[src/rtl/dbg_rom_pkg.sv]
// Shared types and helpers for the debug ROM host adapter.
package dbg_rom_pkg;

  localparam int unsigned RomWords = 19;
  localparam int unsigned RomAddrW = 64;

  // One response as seen by the host: data plus error flag.
  typedef struct packed {
    logic [31:0] rdata;
    logic        err;
  } resp_t;

  // What kind of response the request granted last cycle will produce.
  typedef enum logic [1:0] {
    RESP_ROM       = 2'd0,
    RESP_RANGE_ERR = 2'd1,
    RESP_WRITE     = 2'd2
  } resp_kind_e;

  // Byte address is in range when it selects one of the first rom_words
  // 64-bit words inside the 256-byte window at address zero.
  function automatic logic rom_in_range(input logic [RomAddrW-1:0] addr,
                                        input int unsigned rom_words);
    return (addr[RomAddrW-1:8] == '0) && (32'(addr[7:3]) < rom_words);
  endfunction

endpackage

[src/rtl/dbg_rom_resp_fifo.sv]
// Fall-through response FIFO: a push into an empty FIFO is visible on the
// output in the same cycle, so a single response costs no extra latency.
module dbg_rom_resp_fifo
  import dbg_rom_pkg::*;
#(
  parameter int unsigned Depth = 2
) (
  input  logic                         clk_i,
  input  logic                         rst_i,
  input  logic                         push_i,
  input  resp_t                        push_data_i,
  input  logic                         pop_i,
  output logic                         valid_o,
  output resp_t                        data_o,
  output logic [$clog2(Depth+1)-1:0]   count_o
);

  localparam int unsigned PtrW = (Depth > 1) ? $clog2(Depth) : 1;
  localparam int unsigned CntW = $clog2(Depth + 1);

  resp_t           mem_q [Depth];
  logic [PtrW-1:0] wr_ptr_q;
  logic [PtrW-1:0] rd_ptr_q;
  logic [CntW-1:0] count_q;
  logic            empty;

  function automatic logic [PtrW-1:0] next_ptr(input logic [PtrW-1:0] ptr);
    return (ptr == PtrW'(Depth - 1)) ? '0 : ptr + 1'b1;
  endfunction

  // Head of queue, or the incoming entry when nothing is stored yet.
  always_comb begin
    empty   = (count_q == '0);
    valid_o = !empty || push_i;
    data_o  = empty ? push_data_i : mem_q[rd_ptr_q];
    count_o = count_q;
  end

  // Pointers and occupancy; a bypassed entry is written and popped at once,
  // so both pointers advance together and the count stays put.
  always_ff @(posedge clk_i) begin
    if (rst_i) begin
      wr_ptr_q <= '0;
      rd_ptr_q <= '0;
      count_q  <= '0;
    end else begin
      if (push_i) wr_ptr_q <= next_ptr(wr_ptr_q);
      if (pop_i)  rd_ptr_q <= next_ptr(rd_ptr_q);
      count_q <= count_q + CntW'(push_i) - CntW'(pop_i);
    end
  end

  // Storage array, written on every push.
  always_ff @(posedge clk_i) begin
    if (push_i) mem_q[wr_ptr_q] <= push_data_i;
  end

  // The grant credit scheme must never let a push land on a full FIFO.
  assert property (@(posedge clk_i) disable iff (rst_i)
                   push_i |-> (count_q != CntW'(Depth)));

endmodule

[src/rtl/dbg_rom_bus_adapter.sv]
// Host req/gnt/rvalid front end for the debug ROM.
// Optional macro DBG_ROM_ADAPTER_WRITE_ERR_EN: when defined, granted writes
// answer with err=1; otherwise they are silently dropped with err=0.
module dbg_rom_bus_adapter #(
  parameter int unsigned AddrWidth = 64,
  parameter int unsigned RomWords  = dbg_rom_pkg::RomWords,
  parameter int unsigned RespDepth = 2
) (
  input  logic                 clk_i,
  input  logic                 rst_i,
  input  logic                 host_req_i,
  output logic                 host_gnt_o,
  input  logic [AddrWidth-1:0] host_addr_i,
  input  logic                 host_we_i,
  input  logic [3:0]           host_be_i,
  input  logic [31:0]          host_wdata_i,
  output logic                 host_rvalid_o,
  input  logic                 host_rready_i,
  output logic [31:0]          host_rdata_o,
  output logic                 host_err_o,
  output logic                 rom_req_o,
  output logic [AddrWidth-1:0] rom_addr_o,
  input  logic [63:0]          rom_rdata_i
);

  import dbg_rom_pkg::*;

  localparam int unsigned CntW = $clog2(RespDepth + 1);

`ifdef DBG_ROM_ADAPTER_WRITE_ERR_EN
  localparam logic WriteErr = 1'b1;
`else
  localparam logic WriteErr = 1'b0;
`endif

  logic            in_range;
  logic            credit_ok;
  logic            grant;
  logic [CntW:0]   used_credits;
  logic            inflight_q;
  logic            hi_half_q;
  resp_kind_e      kind_q;
  resp_t           new_resp;
  resp_t           head_resp;
  logic            fifo_valid;
  logic            pop;
  logic [CntW-1:0] fifo_count;
  logic            unused_inputs;

  assign unused_inputs = ^{host_be_i, host_wdata_i};

  // Grant only while the responses already owed fit in the FIFO; a pop in
  // this same cycle is deliberately not counted as a freed slot.
  always_comb begin
    used_credits = {1'b0, fifo_count} + (CntW+1)'(inflight_q);
    credit_ok    = used_credits < (CntW+1)'(RespDepth);
    in_range     = rom_in_range(RomAddrW'(host_addr_i), RomWords);
    grant        = host_req_i && credit_ok && !rst_i;
    host_gnt_o   = grant;
    rom_req_o    = grant && !host_we_i && in_range;
    rom_addr_o   = host_addr_i;
  end

  // Remember what the granted request needs to answer one cycle later.
  always_ff @(posedge clk_i) begin
    if (rst_i) begin
      inflight_q <= 1'b0;
      hi_half_q  <= 1'b0;
      kind_q     <= RESP_ROM;
    end else begin
      inflight_q <= grant;
      if (grant) begin
        hi_half_q <= host_addr_i[2];
        if (host_we_i)     kind_q <= RESP_WRITE;
        else if (in_range) kind_q <= RESP_ROM;
        else               kind_q <= RESP_RANGE_ERR;
      end
    end
  end

  // Build the response from ROM data, which is only valid this cycle.
  always_comb begin
    new_resp = '0;
    unique case (kind_q)
      RESP_ROM:       new_resp.rdata = hi_half_q ? rom_rdata_i[63:32] : rom_rdata_i[31:0];
      RESP_RANGE_ERR: new_resp.err   = 1'b1;
      RESP_WRITE:     new_resp.err   = WriteErr;
      default:        new_resp       = '0;
    endcase
  end

  dbg_rom_resp_fifo #(
    .Depth (RespDepth)
  ) u_resp_fifo (
    .clk_i       (clk_i),
    .rst_i       (rst_i),
    .push_i      (inflight_q),
    .push_data_i (new_resp),
    .pop_i       (pop),
    .valid_o     (fifo_valid),
    .data_o      (head_resp),
    .count_o     (fifo_count)
  );

  // Host response port; data and error read as zero whenever nothing is valid.
  always_comb begin
    host_rvalid_o = fifo_valid && !rst_i;
    pop           = host_rvalid_o && host_rready_i;
    host_rdata_o  = host_rvalid_o ? head_resp.rdata : 32'h0;
    host_err_o    = host_rvalid_o ? head_resp.err : 1'b0;
  end

endmodule

[config.mk]
export PLATFORM = sky130hd
export DESIGN_NAME = dbg_rom_bus_adapter
export DESIGN_NICKNAME = d
export VERILOG_FILES = /design/src/rtl/dbg_rom_pkg.sv /design/src/rtl/dbg_rom_resp_fifo.sv /design/src/rtl/dbg_rom_bus_adapter.sv
export SDC_FILE = /design/constraint.sdc
export NUM_CORES = 1
export LEC_CHECK = 0
export CAP_MARGIN = 20
export CORE_ASPECT_RATIO = 0.5
export CORE_MARGIN = 2
export CORE_UTILIZATION = 45
export DETAILED_ROUTE_END_ITERATION = 10
export DONT_BUFFER_PORTS = 1
export SLEW_MARGIN = 20
export SYNTH_ARGS = -nofsm -noshare
export SYNTH_HDL_FRONTEND = slang
export SYNTH_SLANG_ARGS = --single-unit
[constraint.sdc]
create_clock -name clk_i -period 2.6 [get_ports clk_i]
set_input_delay 0.13 -clock clk_i [delete_from_list [all_inputs] [get_ports clk_i]]
set_output_delay 0.13 -clock clk_i [all_outputs]
set_load 0.01 [all_outputs]
==> flow_summary.toml <==
[clock_tree]
clk_latency_ns = 0.33
clkTransAtPathRegs_ns = 0.06
htree_num_levels = 3
cts_root_buffer = "clkbuf_16"
ctsResizeCount = 0
cts_buffer_depth = 2
cts_sinks = 75
cts-buffers-inserted = 9
cts_tree = "yes"

[placement]
portBuffers = 0
place_ws_ns = 0.693
gp_congestion = 0.784
dp_hpwl_mm = 7.62

[power]
power_mw = 4.12
p_switching_mw = 1.40
internal-power_mw = 2.72
switching_share_pct = 34.0
p_leak_nw = 1.42
pwr-share-clk_pct = 30.5
cellPowerDensity_nw_per_um2 = 905
peakVddDrop_v = 0.000344
power_frac_comb_pct = 31.5
seq_power_share_pct = 38.0

[drt]
drc = 0
avgViaCountPerCell = 5.63
wl_per_cell_um = 22.5
dr.pass1.iters = 4
finalWirelength_mm = 10.2
drt_iter0_markers = 117
vias = 2555
antenna_left = 0

[yosys]
synth_compound_area_share_pct = 9.63
yosys_warnings = 0
synth_top_area_share_pct = 43.5
synth-edff-count = 66
synth_fp_nets = 552
synth_top_area_cell = "edfxtp_1"
syn_avg_cell_area_sq_um = 12.0
yosysMostFrequentCell = "buf_4"
ys_seq_area_share_pct = 47.4
ys_top_cells_by_area = "edfxtp_1 43%, mux2i_1 15%, buf_4 11%, a211oi_2 8.8%, nor2_2 4.1%"
synthFlopType = "edfxtp_1"
syn-cell-area_sq_um = 4560
ys_ff_latch = 75
synthMuxAreaShare_pct = 14.7
postSynth.asyncResetShare_pct = 0
synth_xor_area_share_pct = 0.768
synthSimpleGateAreaFrac_pct = 12.0
synth_top_family_by_area = "buffers and inverters"
synth_adder_area_share_pct = 0.549
synth_cell_types = 28
synth_common_cells = "68 x buf_4, 67 x mux2i_1, 66 x edfxtp_1"
synth_cells = 381

[cells_and_area]
area_growth_pct = -0.302
finish.utilization_pct = 47.2
drive_gt1_share_pct = 29.8
num_antenna_cells = 0
nets = 485
n_fill_cell = 894

[global_route]
grt_first_pass_wirelength_mm = 14.6
grt_max_degree = 41
grt_antenna_before_repair = 0
track_usage_pct = 17.8
overflow = 0
grt_pass1_vias = 2520

[setup_path]
cp-end-kind = "output pin"
crit_fanout = 40
required_ns = 2.47
r2r_slack_ns = 0.96
path_class = "reg -> out"
worst_ep_arrival_time_ns = 2.11
worst_setup_path_start_kind = "register"

[sta]
rsz0062_at_grt = "no"
setup_tns_ns = 0
final.min_clock_period_ns = 2.24
worst_slew_pin_slew_ns = 1.02
slew_headroom_pct = 32.3
clock.fmax_ghz = 0.446
setup_slack_ns = 0.357
timing.final.crit_share_pct = 86.3
drv_slew = 0
hold_ws_ns = 0.0158
clock_skew_ns = 0.00589
hold_viol_final = 0
finalSetupViolCount = 0

[hold_path]
holdCritPathClass = "in -> reg"

[floorplanning]
num_rows = 25
fp.coreArea_sq_um = 9630
die-area_sq_um = 11000
io_pins = 269
fp.dieH_um = 75.2
start_util_pct = 47.3
die-width_um = 146

[flow_run]
drv_cap = 0

[run_status]
status = "finished clean"
flip-flops by register name, indices dropped and copies added (netlist names), named ones only:
name and flops:
hi_half_q 1, u_resp_fifo.wr_ptr_q 1, u_resp_fifo.count_o 2, kind_q 2, inflight_q 1, u_resp_fifo.mem_q 66, u_resp_fifo.rd_ptr_q 1
placed cells by master, fill, tap and decap left out:
cell type      count
buf_12             5
inv_1              6
clkbuf_16         11
a211oi_1           3
nor2_2            30
clkinv_4           1
inv_4              2
or2_2              3
nand4_1            3
edfxtp_1          66
nor2b_4            1
nor3_1             1
dfxtp_2            2
xnor2_1            3
dfxtp_1            7
nor4_2             1
nand2b_1           2
a211oi_2          32
clkinv_2           1
dlygate4sd3_1      3
nor2_1            41
o211ai_1           1
and2_1             1
mux2i_1           67
nor2b_1            1
clkbuf_8           1
buf_4              2
xor2_1             1
nor4_1            14
inv_2              1
o32ai_1            1
ha_1               2
nor3b_2            2
and2b_1            1
cells by family (layout without fill, tap and decap cells):
family | count (synthesis) | after routing
flops | 75 | 75
compound gates | 37 | 37
fa+ha+maj | 2 | 2
simple gates | 101 | 101
xor+xnor | 4 | 4
mux | 67 | 67
buf+inv | 95 | 33
area by class of cell:
| cell class | instances | area, sq um | area share, % |
|---|---|---|---|
| Tap cell | 135 | 169 | 3.72 |
| Sequential cell | 75 | 2160 | 47.6 |
| Multi-Input combinational cell | 211 | 1730 | 38.0 |
| Clock inverter | 4 | 26.3 | 0.578 |
| Inverter | 7 | 26.3 | 0.578 |
| Timing Repair Buffer | 10 | 145 | 3.19 |
| Clock buffer | 12 | 289 | 6.36 |
routing by layer:
metal / GRT usage [%] / wire, um / vias to the layer above
met2: 30.2 / 5050 / 125
met3: 8.85 / 981 / 9
met1: 20.8 / 4090 / 1225
met5: 0 / 0 / -
met4: 4.53 / 81 / 0
li1: - / - / 1196
timing repair:
action | 4_1_cts | 5_1_grt
hold endpoints to repair | 8 | 0
hold buffers | 3 | 0
endpoints found under the setup margin | 0 | 0
setup buffers | 0 | 0
worst paths after layout:
path | cells after the start | from | endpoint
min | 2 | rst_i | kind_q[0]$_SDFFE_PP0P_
max | 4 | u_resp_fifo.count_o[1]$_SDFF_PP0_ | host_err_o
max reg2reg | 2 | kind_q[0]$_SDFFE_PP0P_ | u_resp_fifo.mem_q[1][15]$_DFFE_PP_
min reg2reg | 2 | kind_q[0]$_SDFFE_PP0P_ | kind_q[0]$_SDFFE_PP0P_
worst max-delay path: stages (launching register included):
cell      delay, ns
dfxtp_1        0.40
or2_2          0.59
buf_12         0.31
nor2_1         0.08
a211oi_1       0.40
power by group through the flow:
stage	Clock [mW]	Sequential (mW)	Combinational [mW]
2_1_floorplan	0	1.54	1.24
3_3_place_gp	0	1.58	1.28
3_5_place_dp	0	1.59	1.32
4_1_cts	1.28	1.56	1.32
5_1_grt	1.34	1.58	1.42
6_report	1.26	1.56	1.30
through the flow:
step                cell area (sq um)  std cells
floorplan                        4560        381
global placement                 4200        435
detailed placement               4200        435
CTS                              4550        454
global route                     4550        454
finish                           4550        454
Note: power is estimated with default switching activity, not from simulation.
